`src/rtl/counter_mod_pkg.sv`:
```
// Shared constants for the counter family: mode encodings, default widths
// and the per-cycle action selector used by the counter core.
package cnt_pkg;

    // dir encodings
    localparam logic CNT_UP   = 1'b1;
    localparam logic CNT_DOWN = 1'b0;

    // sat encodings
    localparam logic CNT_WRAP = 1'b0;
    localparam logic CNT_SAT  = 1'b1;

    // default widths
    localparam int CNT_CW_DEF = 8;
    localparam int CNT_PW_DEF = 4;

    // What the counter register does this cycle, in priority order
    typedef enum logic [1:0] {
        ACT_HOLD = 2'd0,
        ACT_CLR  = 2'd1,
        ACT_LOAD = 2'd2,
        ACT_STEP = 2'd3
    } cnt_act_e;

endpackage

```
`src/rtl/counter_mod_if.sv`:
```
// Control/status bundle of the counter. The master side (status logic or a
// bus wrapper) drives the controls; the slave side is the counter itself.
interface counter_mod_if #(
    parameter int CW = 8,
    parameter int PW = 4
);
    logic          en;
    logic          dir;
    logic          sat;
    logic [PW-1:0] div;
    logic [CW-1:0] limit;
    logic          clr;
    logic          load;
    logic [CW-1:0] load_val;
    logic          clr_flags;
    logic [CW-1:0] c_out;
    logic          tc;
    logic          ovf;

    modport master (
        output en, dir, sat, div, limit, clr, load, load_val, clr_flags,
        input  c_out, tc, ovf
    );

    modport slave (
        input  en, dir, sat, div, limit, clr, load, load_val, clr_flags,
        output c_out, tc, ovf
    );
endinterface

```
`src/rtl/counter_mod_prescaler.sv`:
```
// Clock-enable prescaler: emits one step every div+1 enabled cycles.
// A phase beyond a freshly lowered div fires on the next enabled cycle
// instead of running all the way round the PW-bit range.
module cnt_prescaler #(
    parameter int PW = 4
) (
    input  logic          clk,
    input  logic          resetn,
    input  logic          en,
    input  logic          clr,
    input  logic [PW-1:0] div,
    output logic          step
);

    logic [PW-1:0] p_q;

    // >= rather than == so a phase stranded above div recovers in one cycle
    assign step = en && (p_q >= div);

    // Phase counter: cleared by clr, advances or restarts only while enabled
    always_ff @(posedge clk or negedge resetn) begin
        if (!resetn)
            p_q <= '0;
        else if (clr)
            p_q <= '0;
        else if (en)
            p_q <= step ? '0 : p_q + PW'(1);
    end

endmodule

```
`src/rtl/counter_mod.sv`:
```
// Up/down counter with programmable modulo limit, wrap/saturate mode,
// prescaled stepping, synchronous clear/load, registered terminal-count
// pulse and sticky overflow flag.
module counter_mod
    import cnt_pkg::*;
#(
    parameter int            CW      = CNT_CW_DEF,
    parameter int            PW      = CNT_PW_DEF,
    parameter logic [CW-1:0] RST_VAL = '0
) (
    input  logic          clk,
    input  logic          resetn,
    counter_mod_if.slave  bus
);

    logic [CW-1:0] c_q, c_nxt;
    logic          tc_q, ovf_q;
    logic          step;
    logic          evt;
    logic [CW-1:0] load_clamped;
    cnt_act_e      act;

    // Load also restarts the prescaler so the first step after a load
    // takes a full div+1 enabled cycles.
    cnt_prescaler #(.PW(PW)) u_presc (
        .clk    (clk),
        .resetn (resetn),
        .en     (bus.en),
        .clr    (bus.clr | bus.load),
        .div    (bus.div),
        .step   (step)
    );

    assign load_clamped = (bus.load_val > bus.limit) ? bus.limit : bus.load_val;

    // Priority select: clear beats load beats step
    always_comb begin
        act = ACT_HOLD;
        if (bus.clr)
            act = ACT_CLR;
        else if (bus.load)
            act = ACT_LOAD;
        else if (step)
            act = ACT_STEP;
    end

    // Next count and boundary detection; limit is compared before any
    // increment/decrement so the arithmetic never leaves CW bits.
    always_comb begin
        c_nxt = c_q;
        evt   = 1'b0;
        unique case (act)
            ACT_CLR:  c_nxt = '0;
            ACT_LOAD: c_nxt = load_clamped;
            ACT_STEP: begin
                if (bus.dir == CNT_UP) begin
                    if (c_q < bus.limit) begin
                        c_nxt = c_q + CW'(1);
                    end else begin
                        evt   = 1'b1;
                        c_nxt = (bus.sat == CNT_SAT) ? bus.limit : '0;
                    end
                end else begin
                    if (c_q == '0) begin
                        evt   = 1'b1;
                        c_nxt = (bus.sat == CNT_SAT) ? '0 : bus.limit;
                    end else if (c_q > bus.limit) begin
                        // limit was lowered under us: snap down, not an event
                        c_nxt = bus.limit;
                    end else begin
                        c_nxt = c_q - CW'(1);
                    end
                end
            end
            default:  c_nxt = c_q;
        endcase
    end

    // Count register
    always_ff @(posedge clk or negedge resetn) begin
        if (!resetn)
            c_q <= RST_VAL;
        else
            c_q <= c_nxt;
    end

    // tc echoes the boundary event one cycle later; ovf is sticky, set wins
    always_ff @(posedge clk or negedge resetn) begin
        if (!resetn) begin
            tc_q  <= 1'b0;
            ovf_q <= 1'b0;
        end else begin
            tc_q <= evt;
            if (evt)
                ovf_q <= 1'b1;
            else if (bus.clr_flags)
                ovf_q <= 1'b0;
        end
    end

    assign bus.c_out = c_q;
    assign bus.tc    = tc_q;
    assign bus.ovf   = ovf_q;

endmodule

```
`src/flat_wrapper.sv`:
```
// flat-port wrapper written by rule: the top's interface ports become plain ports
module counter_mod_flat import cnt_pkg::*;
#(
    parameter int            CW      = CNT_CW_DEF,
    parameter int            PW      = CNT_PW_DEF,
    parameter logic [CW-1:0] RST_VAL = '0
)
  (clk, resetn, bus_en, bus_dir, bus_sat, bus_div, bus_limit, bus_clr, bus_load, bus_load_val, bus_clr_flags, bus_c_out, bus_tc, bus_ovf);
  counter_mod_if #(.CW(CW), .PW(PW)) bus_i ();
  input  logic clk;
  input  logic resetn;
  input wire logic [$bits(bus_i.en)-1:0] bus_en;
  input wire logic [$bits(bus_i.dir)-1:0] bus_dir;
  input wire logic [$bits(bus_i.sat)-1:0] bus_sat;
  input wire logic [$bits(bus_i.div)-1:0] bus_div;
  input wire logic [$bits(bus_i.limit)-1:0] bus_limit;
  input wire logic [$bits(bus_i.clr)-1:0] bus_clr;
  input wire logic [$bits(bus_i.load)-1:0] bus_load;
  input wire logic [$bits(bus_i.load_val)-1:0] bus_load_val;
  input wire logic [$bits(bus_i.clr_flags)-1:0] bus_clr_flags;
  output wire logic [$bits(bus_i.c_out)-1:0] bus_c_out;
  output wire logic [$bits(bus_i.tc)-1:0] bus_tc;
  output wire logic [$bits(bus_i.ovf)-1:0] bus_ovf;
  assign bus_i.en = bus_en;
  assign bus_i.dir = bus_dir;
  assign bus_i.sat = bus_sat;
  assign bus_i.div = bus_div;
  assign bus_i.limit = bus_limit;
  assign bus_i.clr = bus_clr;
  assign bus_i.load = bus_load;
  assign bus_i.load_val = bus_load_val;
  assign bus_i.clr_flags = bus_clr_flags;
  assign bus_c_out = bus_i.c_out;
  assign bus_tc = bus_i.tc;
  assign bus_ovf = bus_i.ovf;
  counter_mod #(.CW(CW), .PW(PW), .RST_VAL(RST_VAL)) u_core (.clk(clk), .resetn(resetn), .bus(bus_i));
endmodule
```
`config.mk`:
```
export PLATFORM = sky130hd
export DESIGN_NAME = counter_mod_flat
export DESIGN_NICKNAME = d
export VERILOG_FILES = /design/src/rtl/counter_mod_pkg.sv /design/src/rtl/counter_mod_if.sv /design/src/rtl/counter_mod_prescaler.sv /design/src/rtl/counter_mod.sv /design/src/flat_wrapper.sv
export SDC_FILE = /design/constraint.sdc
export NUM_CORES = 1
export LEC_CHECK = 0
export ABC_AREA = 1
export BUFFER_PORTS_ARGS = -buffer_cell sky130_fd_sc_hd__buf_4
export CORE_ASPECT_RATIO = 1.1
export CORE_MARGIN = 3
export CORE_UTILIZATION = 34
export DETAILED_ROUTE_END_ITERATION = 8
export PLACE_DENSITY_LB_ADDON = 0.08
export SLEW_MARGIN = 15
export SYNTH_ARGS = -nofsm -noshare
export SYNTH_HDL_FRONTEND = slang
export SYNTH_SLANG_ARGS = --single-unit
```
`constraint.sdc`:
```
create_clock -name clk -period 4.8 [get_ports clk]
set_input_delay 1.2 -clock clk [delete_from_list [all_inputs] [get_ports clk]]
set_output_delay 1.2 -clock clk [all_outputs]
set_load 0.1 [all_outputs]
```
==> run summary, run 1 <==
The die outline area came out at around 6700 µm². The worst setup skew after layout came out at 0.00683 ns. The design draws 0.000579 W. The critical path start-end classification is primary input to flip-flop. Using the TritonRoute via totals, the vias-per-cell ratio works out to approximately 4.9. The top-area cell type share of the netlist area came out at 0.179. The number of antenna violations at the first check in global routing came to 0. On the critical path, the stage with the largest delay is an instance of nand4_1. Counting stages on the worst path, the most repeated cell is nor2_1. The arrival time of data at the critical path endpoint came out at 3.00 ns. In the final layout, the share of cells above drive strength 1 is 0.161. The residual DRC count is 0.

The initial detailed-routing violation count is between 80 and 90. The number of buffer cells added on primary ports is 37. Of the total power, the clock network draws 0.211. The kind of end point of the critical path is a flip-flop. The total overflow reported by the global router came out at 0. The critical path goes through buf_4, inv_1, ha_1, nand2_1, nor2_1, nand4_1, a21oi_1, nor2_1, nor2_1, nand2_1. The post-synth net total is about 360. After floorplanning, the core was divided into 28 placement rows. The cell at the root of the clock tree is clkbuf_8.

The kind of launch point of the worst setup path is a primary input. The layout-stage area growth over the synthesis result came out at 19.6%. The total wirelength of the detailed-routed design is ~5700 µm. The total negative slack came out at 0 ns. The clock sink count came out at 14.

The proportion of total power due to net switching is 0.474. In this run the number of H-tree levels came out at 1. The number of global-route vias before repair is 1930. The power share of the sequential group came out at 0.261. Together, buffers and inverters on the worst path number 2.

In this run the mean area of a mapped cell was about 6.2 µm². In this run, post-CTS hold repair placed 0 buffers. Grouping stages by cell kind, the critical path spends the most delay in simple AND/OR/NAND/NOR gates. In this run the post-CTS setup repair buffer count came out at 0. The congestion estimate from routability-driven global placement came to between 0.8 and 0.9. Measured on the finished design, the core utilization comes to 0.428. Setup repair after global routing left no endpoint under its margin.

The final critical delay including setup and external delays is between 2 and 3 ns. For this run, the register share of the synthesized area comes to 0.179. The synthesized design contains 0 enable-type register cells.

The maximum number of pins on one net before global-route repair is 20. In this run, distinct cell masters in the synthesized netlist total 34. The design internal power came out at ~0.00030 W. The post-detailed-placement half-perimeter wirelength is 4680 µm. The first-pass GRT wire length came out at 9370 µm. The count of nets left with antenna violations once routing finished came out at 0. Among all flip-flop cells after synthesis, the most frequent one is dfrtp_1.

TritonCTS built the clock tree. In the post-synthesis netlist, the biggest area contributors are dfrtp_1 18%, nand2_1 16%, ha_1 15%. Static timing analysis puts the maximum clock frequency at 351 MHz. For this run, the post-layout net count is 399. The max-slew violation count was 0. During synthesis, Yosys emitted a total of 0 warnings.

The initial utilization of the core area, before any placement, comes to 0.358. The total clock buffers created by CTS is 3. The clock-pin slew reported for the worst setup and hold paths after clock tree synthesis came out at 0.07 ns. The total global routing track utilization is 0.175. The maximum clock insertion buffer count is 2. The number of max-cap violations came out at 0. The flow ran to the end, and the final reports show no timing, DRC or antenna violations. During I/O placement, the number of pins put on the boundary was 38. Power spread over the standard cell area amounts to 247 nW/µm².

The final-report setup violation count came out at 0. The number of hold-slack violations in the final timing report is 0. In this run the cell area of the synthesized design comes to around 2000 µm². The detailed-route wire length per cell came out at approximately 14 µm. The count of TritonRoute iterations in the first routing pass came out at 4. The final worst-path cycle share came out at 0.594. From left edge to right edge, the die measures 78.3 µm. The post-synthesis async set-or-reset flop share came out at 1.00. The largest fanout of any net on the critical path came out at 16. The clock latency on the worst-skew pair came out at between 0.2 and 0.3 ns.

The area after detailed placement came out at 2280 µm². The number of synthesized register bits came out at 14. The core footprint came out at 5470 µm². The count of mapped cells out of synthesis came out at ~310. The total via count in the routed design came out at 2051. The post-synthesis cell type with the largest combined area is dfrtp_1. The finished cells cover about 2300 µm².

The height of the die came out at around 86 µm. The worst slew margin relative to its limit is 0.590. The slew at the pin closest to its max-slew limit came out at slightly above 0.6 ns.

The worst hold slack after final layout came out at 0.521 ns. For this design the static power due to leakage is 1.28 nW. The worst supply voltage drop on vdd is between 0.1 and 0.15 mV. The tightest min-delay check is of the flip-flop to flip-flop type. The switching power of the nets came out at 0.000274 W. The number of antenna diodes came out at 0. The highest cell delay on the worst timing path came out at 0.51 ns. At the worst endpoint, the required time is ~5 ns. Once the clock tree was built, the resizer swapped 0 gates to a different size.

The share of total power dissipated in combinational logic is 0.528.
[sequential cells by signal (all words and copies together) (netlist names)]
name and count:
u_core.bus.c_out 8, u_core.bus.ovf 1, u_core.bus.tc 1, u_core.u_presc.p_q 4
[worst reg2reg max path, cell delays in order, from the launching register on]
cell and delay (ns):
dfrtp_1 0.58, ha_1 0.40, nand2_1 0.05, inv_1 0.09
nand2_1 0.06, nand2_1 0.08, nand2_1 0.09, nand2_2 0.28
nand2_2 0.21, nand2_1 0.11, nand3_1 0.06, nand2_1 0.06
nand2_1 0.05, nand2_1 0.05, nand2_1 0.05
[layout by cell type, fill, tap and decap left out, drive strengths merged]
cell type  netlist  layout
nand2           85      85
nor2            47      47
inv             38      38
buf              5      37
nand3           36      36
a21oi           24      24
ha              23      23
dfrtp           14      14
o21ai           12      12
xor2             8       8
nand4            5       5
clkbuf           2       4
o21bai           2       2
nor3             2       2
xnor2            2       2
clkinv           1       1
a21o             1       1
a31oi            1       1
o31ai            1       1
o21a             1       1
a21boi           1       1
o211ai           1       1
nand3b           1       1
[kinds of logic (layout without fill, tap and decap cells)]
group           after synthesis  in the layout  share of synthesized area
xor+xnor                     10             10                     0.0448
simple gates                176            176                      0.409
fa+ha+maj                    23             23                      0.147
flops                        14             14                      0.179
buf+inv                      46             80                     0.0979
compound gates               44             44                      0.122
[metrics by stage]
stage,setup slack [ns],std cells
after CTS,1.96,422
after global routing,1.74,422
final,1.95,422
after floorplan,2.19,313
after detailed placement,1.71,418
after global placement,1.73,418
[worst paths after layout]
check	from	slack (ns)	cells past startpoint	end
max	bus_limit[7]	1.95	10	u_core.bus.c_out[4]
min	u_core.bus.ovf	0.52	2	u_core.bus.ovf
max reg2reg	u_core.bus.c_out[3]	2.47	14	u_core.bus.c_out[1]
min reg2reg	u_core.bus.ovf	0.52	2	u_core.bus.ovf
max in group asynchronous	resetn	3.81	1	u_core.bus.c_out[0]
min in group asynchronous	resetn	0.79	1	u_core.bus.ovf
[power by group through the flow]
stage,logic (W),registers [W],clock network (W)
global route,0.000343,0.000153,0.000131
global placement,0.000306,0.000154,0
finish,0.000306,0.000151,0.000122
floorplan,0.000187,0.000194,0
CTS,0.000307,0.000151,0.000128
detailed placement,0.000306,0.000154,0
[layer usage]
metal / up-vias / GRT usage / wire, µm
met4: 0 / 0.0382 / 72
met5: - / 0 / 0
met3: 8 / 0.0294 / 182
met1: 914 / 0.236 / 2710
li1: 1087 / - / -
met2: 42 / 0.295 / 2760
[cells in the mapped netlist, types with 3 or more instances]
cell type	n
nand2_1	82
o21ai_0	8
nand4_1	4
o21ai_1	4
inv_1	35
dfrtp_1	14
ha_1	23
inv_2	3
xor2_1	8
nor2_1	43
nand3_1	35
a21oi_1	24
[cell type report]
class                           instances  area (µm²)
Fill cell                             633        3130
Multi-Input combinational cell        253        1410
Sequential cell                        14         350
Timing Repair Buffer                   37         278
Inverter                               39         148
Tap cell                               75        93.8
Clock buffer                            4        55.1
Note: power is estimated with default switching activity, not from simulation.
==> run 2: changes to the inputs <==
==> constraint.sdc (replaced) <==
create_clock -name clk -period 2.5 [get_ports clk]
set_input_delay 0.625 -clock clk [delete_from_list [all_inputs] [get_ports clk]]
set_output_delay 0.625 -clock clk [all_outputs]
set_load 0.1 [all_outputs]
==> run summary, run 2 (same netlist as run 1, synthesis figures left out) <==
Measured along the x axis, the die boundary spans about 78 µm. The slew at the pin closest to its max-slew limit is 0.520 ns. After clock tree synthesis, the clock-pin slew on the worst setup and hold paths is 0.06 ns.

The first-pass GRT wire length came out at 9730 µm. The largest fanout of any net on the critical path came out at 10. The post-placement setup slack came out at 0.181 ns. The number of max-cap violations came out at 0.

The min-delay analysis places its worst path in the category primary input to async pin. The area after detailed placement came out at 2370 µm². After detailed routing, the number of vias per cell comes to between 4 and 5. The most critical setup path has its startpoint at bus_limit[3].

The area of the multi-input gates came out at about 1400 µm². The leakage power of the design came out at 1.34 nW. The worst setup path is captured at a flip-flop. After clock tree synthesis, the repair step resized 0 gates.

The core region is 5470 µm². The library cell used most frequently in the layout, excluding fill and tap cells, is nand2_1. The count of hold-fix buffers inserted at cts is 0. The top-level port count came out at 38. The count of fill cells added during filler insertion is about 620. The worst setup skew after layout came out at approximately 0.0018 ns. The number of antenna diodes came out at 0.

Entering global routing, the biggest net connects 17 pins. The required time of the critical path came out at 2.65 ns. The initial detailed-routing violation count came out at 112. Hold timing on the final database bottoms out at a slack of 0.212 ns. The row count came out at 28. The total wirelength of the detailed-routed design is 5600 µm. The clock passes through at most 2 buffers. After detailed routing, the average wire length per cell comes to 12.9 µm.

The final-report setup violation count is 0. The flip-flop count of the largest register after layout is 8. The routed layout has 2058 vias. Setup repair after global routing left no endpoint under its margin.

The height of the die is approximately 86 µm. The share of cells above drive strength 1 came out at 0.189. Among cell families on the critical path, the largest total delay comes from simple AND/OR/NAND/NOR gates.

The residual DRC count is 0. The number of hold-slack violations in the final timing report is 0. The most numerous cell type found on the critical path is nand2_1. The max-slew violation count is 0. The total design power came out at 0.00113 W. The count of TritonRoute iterations in the first routing pass is 4. Counting both buffers and inverters, the worst setup path holds a total of 3.

The number of global-route vias before repair came out at 2110. After routing the design area is 2430 µm². In the final design database the tool counted approximately 410 nets.

Among all stages on the critical path, the largest delay is contributed by ha_1. The final critical delay including setup and external delays came out at 2.04 ns. The cell at the root of the clock tree is clkbuf_8. TritonCTS built the clock tree.

In this run the critical register-to-register path is launched from u_core.bus.c_out[7]. The clock sink count came out at 14. In the finished design, the share of the clock period the worst path needs comes to 0.814. The clock latency on the worst-skew pair is 0.25 ns.

Across every metal layer, demand over resource in global routing totals 0.182. After global routing the overflow that remains totals 0. The run finished with clean final reports. The areal power density over the cells is 466 nW/µm². The fmax came out at 491 MHz. The area growth from synthesis to layout is 24.2%. The die outline area came out at 6700 µm². The slack of the critical path came out at 0.465 ns. The count of H-tree levels built during CTS is 1.

The arrival time of data at the critical path endpoint is 2.18 ns. The total negative slack came out at 0 ns. The number of antenna violations at the first check in global routing is 0. In this run the post-CTS setup repair buffer count came out at 0. Wire segments on met2 add up to 2690 µm in the final route.

Once detailed placement completed, the half-perimeter wirelength came to approximately 4700 µm. The kind of launch point of the worst setup path is a primary input. By startpoint and endpoint, the worst setup path is classified as primary input to flip-flop. The top routing layer in use is met4. Summing all flip-flop and latch instances after layout gives 350 µm².

The effective utilization at floorplan came out at 0.358. In this run the tool buffered the top-level ports with 37 buffer cells. The post-route antenna net violation count is 0. The total clock buffers created by CTS came out at 3.

In the final routing, the length of wire on met1 measures between 2000 and 3000 µm. The congestion estimate from routability-driven global placement came to 0.834. The detailed route wirelength on metal3 is 194 µm. The worst slew margin relative to its limit came out at 0.652. The worst supply voltage drop on vdd came out at 0.270 mV. The critical path goes through buf_4, inv_1, ha_1, nand2_1, inv_1, nand2_1, nand2_1, nand2_1, nand2_2, nand2_2, nand3_1, nand3_1, nand2_1, nand2_1, nand2_1.

The library cells used most frequently in the layout, excluding fill and tap cells, are 82 x nand2_1, 49 x buf_4, 43 x nor2_1. On the worst path, the slowest cell contributes a delay of ~0.27 ns.
## run 2: cell type report
cell class | count | share of cell area
multi-input combinational | 253 | 0.582
timing repair buffer | 49 | 0.151
sequential | 14 | 0.144
inverter | 39 | 0.0608
tap | 75 | 0.0386
clock buffer | 4 | 0.0227
## run 2: path summary, 6_finish.rpt
path / to / slack, ns / cells past startpoint
setup reg to reg: u_core.bus.c_out[3] / 0.53 / 10
max in group asynchronous: u_core.bus.c_out[2] / 2.11 / 1
setup / recovery: u_core.bus.c_out[3] / 0.46 / 15
hold reg to reg: u_core.bus.ovf / 0.51 / 2
min in group clk: u_core.bus.ovf / 0.51 / 2
hold / removal: u_core.bus.c_out[6] / 0.21 / 1
## run 2: through the flow
stage | std cells | utilization
5_1_grt | 434 | 0.444
6_report | 434 | 0.444
3_3_place_gp | 430 | 0.434
4_1_cts | 434 | 0.444
3_5_place_dp | 430 | 0.434
2_1_floorplan | 313 | -
## run 2: power by group
group / switching (W) / internal, W / total (W)
combinational: 0.000410 / 0.000218 / 0.000628
sequential: 0.0000218 / 0.000249 / 0.000271
clock: 0.0000941 / 0.000140 / 0.000234
## run 2: routing by layer
| layer | vias to the layer above | GRT usage |
|---|---|---|
| met5 | - | 0 |
| li1 | 1108 | - |
| met4 | 0 | 0.0731 |
| met2 | 37 | 0.309 |
| met1 | 901 | 0.229 |
| met3 | 12 | 0.0315 |
==> run 3: changes to the inputs <==
==> constraint.sdc (replaced) <==
create_clock -name clk -period 1.79 [get_ports clk]
set_input_delay 0.4475 -clock clk [delete_from_list [all_inputs] [get_ports clk]]
set_output_delay 0.4475 -clock clk [all_outputs]
set_load 0.1 [all_outputs]
==> run summary, run 3 (same netlist as run 1, synthesis figures left out) <==
The worst hold path belongs to the class primary input to async pin. In the routed design, unresolved DRC markers number 0. The detailed-route wire length per cell came out at approximately 13 µm. The clock sink count is 14. The wire length on met1 came out at 2860 µm. The detail route stage leaves a number of antenna-violating nets equal to 0. The layout-stage area growth over the synthesis result is 56.1%.

The number of hold-slack violations in the final timing report was 0. The count of nets after finishing came out at 458. The die is between 80 and 90 µm tall.

The most common cell after layout, fill and taps aside is buf_4. The total overflow reported by the global router is 0. The slack of the critical path is -0.0371 ns.

The post-detailed-placement half-perimeter wirelength is 5050 µm. The buffers plus inverters on the worst setup path is 1. Setup repair after global routing could not meet its margin everywhere. The total wirelength of the detailed-routed design came out at about 6300 µm. The worst slew margin relative to its limit came out at 0.786. The standard cell with the maximum stage delay on the critical path is dfrtp_4. The max-slew violation count is 0. In this run the worst setup path begins at u_core.bus.c_out[4]. The clock tree from TritonCTS is done. The final-report setup violation count is 8. The clock-pin slew reported for the worst setup and hold paths after clock tree synthesis came out at 0.07 ns. Before antenna repair, the detailed router went through 4 iterations. The total via count in the routed design is between 2000 and 2500.

The startpoint identified for the worst register-to-register timing path is u_core.bus.c_out[4]. The core region is 5470 µm². The detailed route wirelength on metal3 came out at approximately 330 µm.

Once layout is complete, the utilization of the core stands at 0.559. The number of buffer cells added on primary ports is 37. The maximum clock insertion buffer count is 2.

The worst hold slack after final layout came out at 0.0397 ns. The top-level port count is 38. The arrival time of data at the critical path endpoint is roughly 2 ns. The total global routing track utilization is 0.195. The maximum number of pins on one net before global-route repair came out at 17. The worst setup path is launched from a flip-flop. The routability congestion estimate from global placement came out at about 0.88.

Clock tree synthesis selected as its root buffer the cell clkbuf_8. The highest metal layer carrying signal wires in the routed design is met4. The share of cells above drive strength 1 came out at 0.374. The required time of the critical path is 1.93 ns. The final worst-path cycle share came out at 1.02. The dominant cell type by count on the critical path is nand2_1. In this run the number of H-tree levels came out at 1. The ratio of routed vias to standard cells is 4.87. The analysis attributes to cell leakage a power of between 1.5 and 2 nW. The slew at the pin closest to its max-slew limit is 0.320 ns. Among cell families on the critical path, the largest total delay comes from simple AND/OR/NAND/NOR gates. The amount of wire on met2 after detailed routing came out at roughly 2900 µm. The effective utilization at floorplan is 0.358.

The top cell types in the final layout, fill and taps aside, are 90 x buf_4, 73 x nand2_1, 39 x nor2_1. The count of fill cells added during filler insertion is 539. The final reports fail on negative setup slack.

The tool flagged a number of max-cap violations equal to 0. The initial detailed-routing violation count is 101. The smallest clock period supported by the final layout is computed as roughly 1.8 ns. Power spread over the standard cell area amounts to 613 nW/µm².

The floorplan has 28 rows. The overall die width came out at 78.3 µm. The number of clock buffers added by TritonCTS is 3. The total design power is 0.00187 W. Clock latency on the worst-skew pair, taken at its later pin, is 0.26 ns. Along the worst path, the maximum fanout reaches 5. The number of antenna violations at the first check in global routing is 0.

The setup path with the least slack is of type flip-flop to flip-flop. The kind of end point of the critical path is a flip-flop. The first-pass GRT wire length is 10500 µm.

The critical path goes through ha_4, nand2_4, nor2_4, buf_6, nand4_4, nand3_1, nand3_1, nand2_1, nand2_1, nand2_1, nand2_1. The number of antenna diodes is 0. The fmax came out at 547 MHz. The number of global-route vias before repair came out at 2293. VDD sags by at most 0.471 mV. The register with the most flip-flops in the layout has 8 of them.

The run finished, with violations left. The highest cell delay on the worst timing path is 0.51 ns. The worst setup skew after layout came out at 0.00865 ns. The die outline area is 6700 µm².
-- run 3: cell types whose count changed in the layout (fill, tap and decap cells not counted), moves of 3 or more --
cell     previous run  this run
buf_4              49        90
nor2_1             43        39
inv_1              35        31
o21ai_0             8         4
nand2_1            82        73
ha_4                0         8
ha_1               23        15
nand2_2             2         6
nand2_4             1         7
buf_6               0         3
o21ai_1             4         8
dfrtp_1            14         6
dfrtp_4             0         8
-- run 3: repair_timing --
action | in CTS | in global routing
pin swaps | 5 | 3
resized for setup | 15 | 4
buffers inserted | 4 | 1
hold buffers | 0 | 0
cloned | 2 | 0
setup endpoints to repair | 9 | 9
-- run 3: per-layer routing --
| layer | up-vias | GRT usage |
|---|---|---|
| met1 | 1036 | 0.252 |
| met3 | 18 | 0.0305 |
| met5 | - | 0 |
| li1 | 1214 | - |
| met2 | 73 | 0.334 |
| met4 | 0 | 0.0620 |
-- run 3: report_power, final --
group	internal, W	switching (W)
registers	0.000360	0.0000315
logic	0.000473	0.000679
clock network	0.000195	0.000132
total	0.00103	0.000843
-- run 3: area by class of cell --
type                    instances  area (µm²)  area share
clock buffers                   4        55.1      0.0180
inverters                      39         155      0.0508
well taps                      75        93.8      0.0307
repair buffers                 94         729       0.239
multi-input cells             255        1640       0.537
flip-flops and latches         14         380       0.125
-- run 3: through the flow --
stage	std cells	setup WS [ns]	area, µm²	setup TNS, ns
6_report	481	-0.0371	3050	-0.151
5_1_grt	481	-0.167	3050	-1.07
2_1_floorplan	313	-0.0716	2150	-0.559
3_3_place_gp	470	-0.258	2870	-2.21
4_1_cts	480	-0.0311	3030	-0.187
3_5_place_dp	470	-0.293	2870	-2.50
-- run 3: worst paths after layout --
| kind | end | slack (ns) | cells after the start |
|---|---|---|---|
| setup / recovery | u_core.bus.c_out[1] | -0.04 | 11 |
| min in group clk | u_core.bus.ovf | 0.36 | 2 |
| setup reg to reg | u_core.bus.c_out[1] | -0.04 | 11 |
| hold reg to reg | u_core.bus.ovf | 0.51 | 2 |
| max in group asynchronous | u_core.bus.c_out[2] | 1.53 | 1 |
| hold / removal | u_core.bus.c_out[7] | 0.04 | 1 |
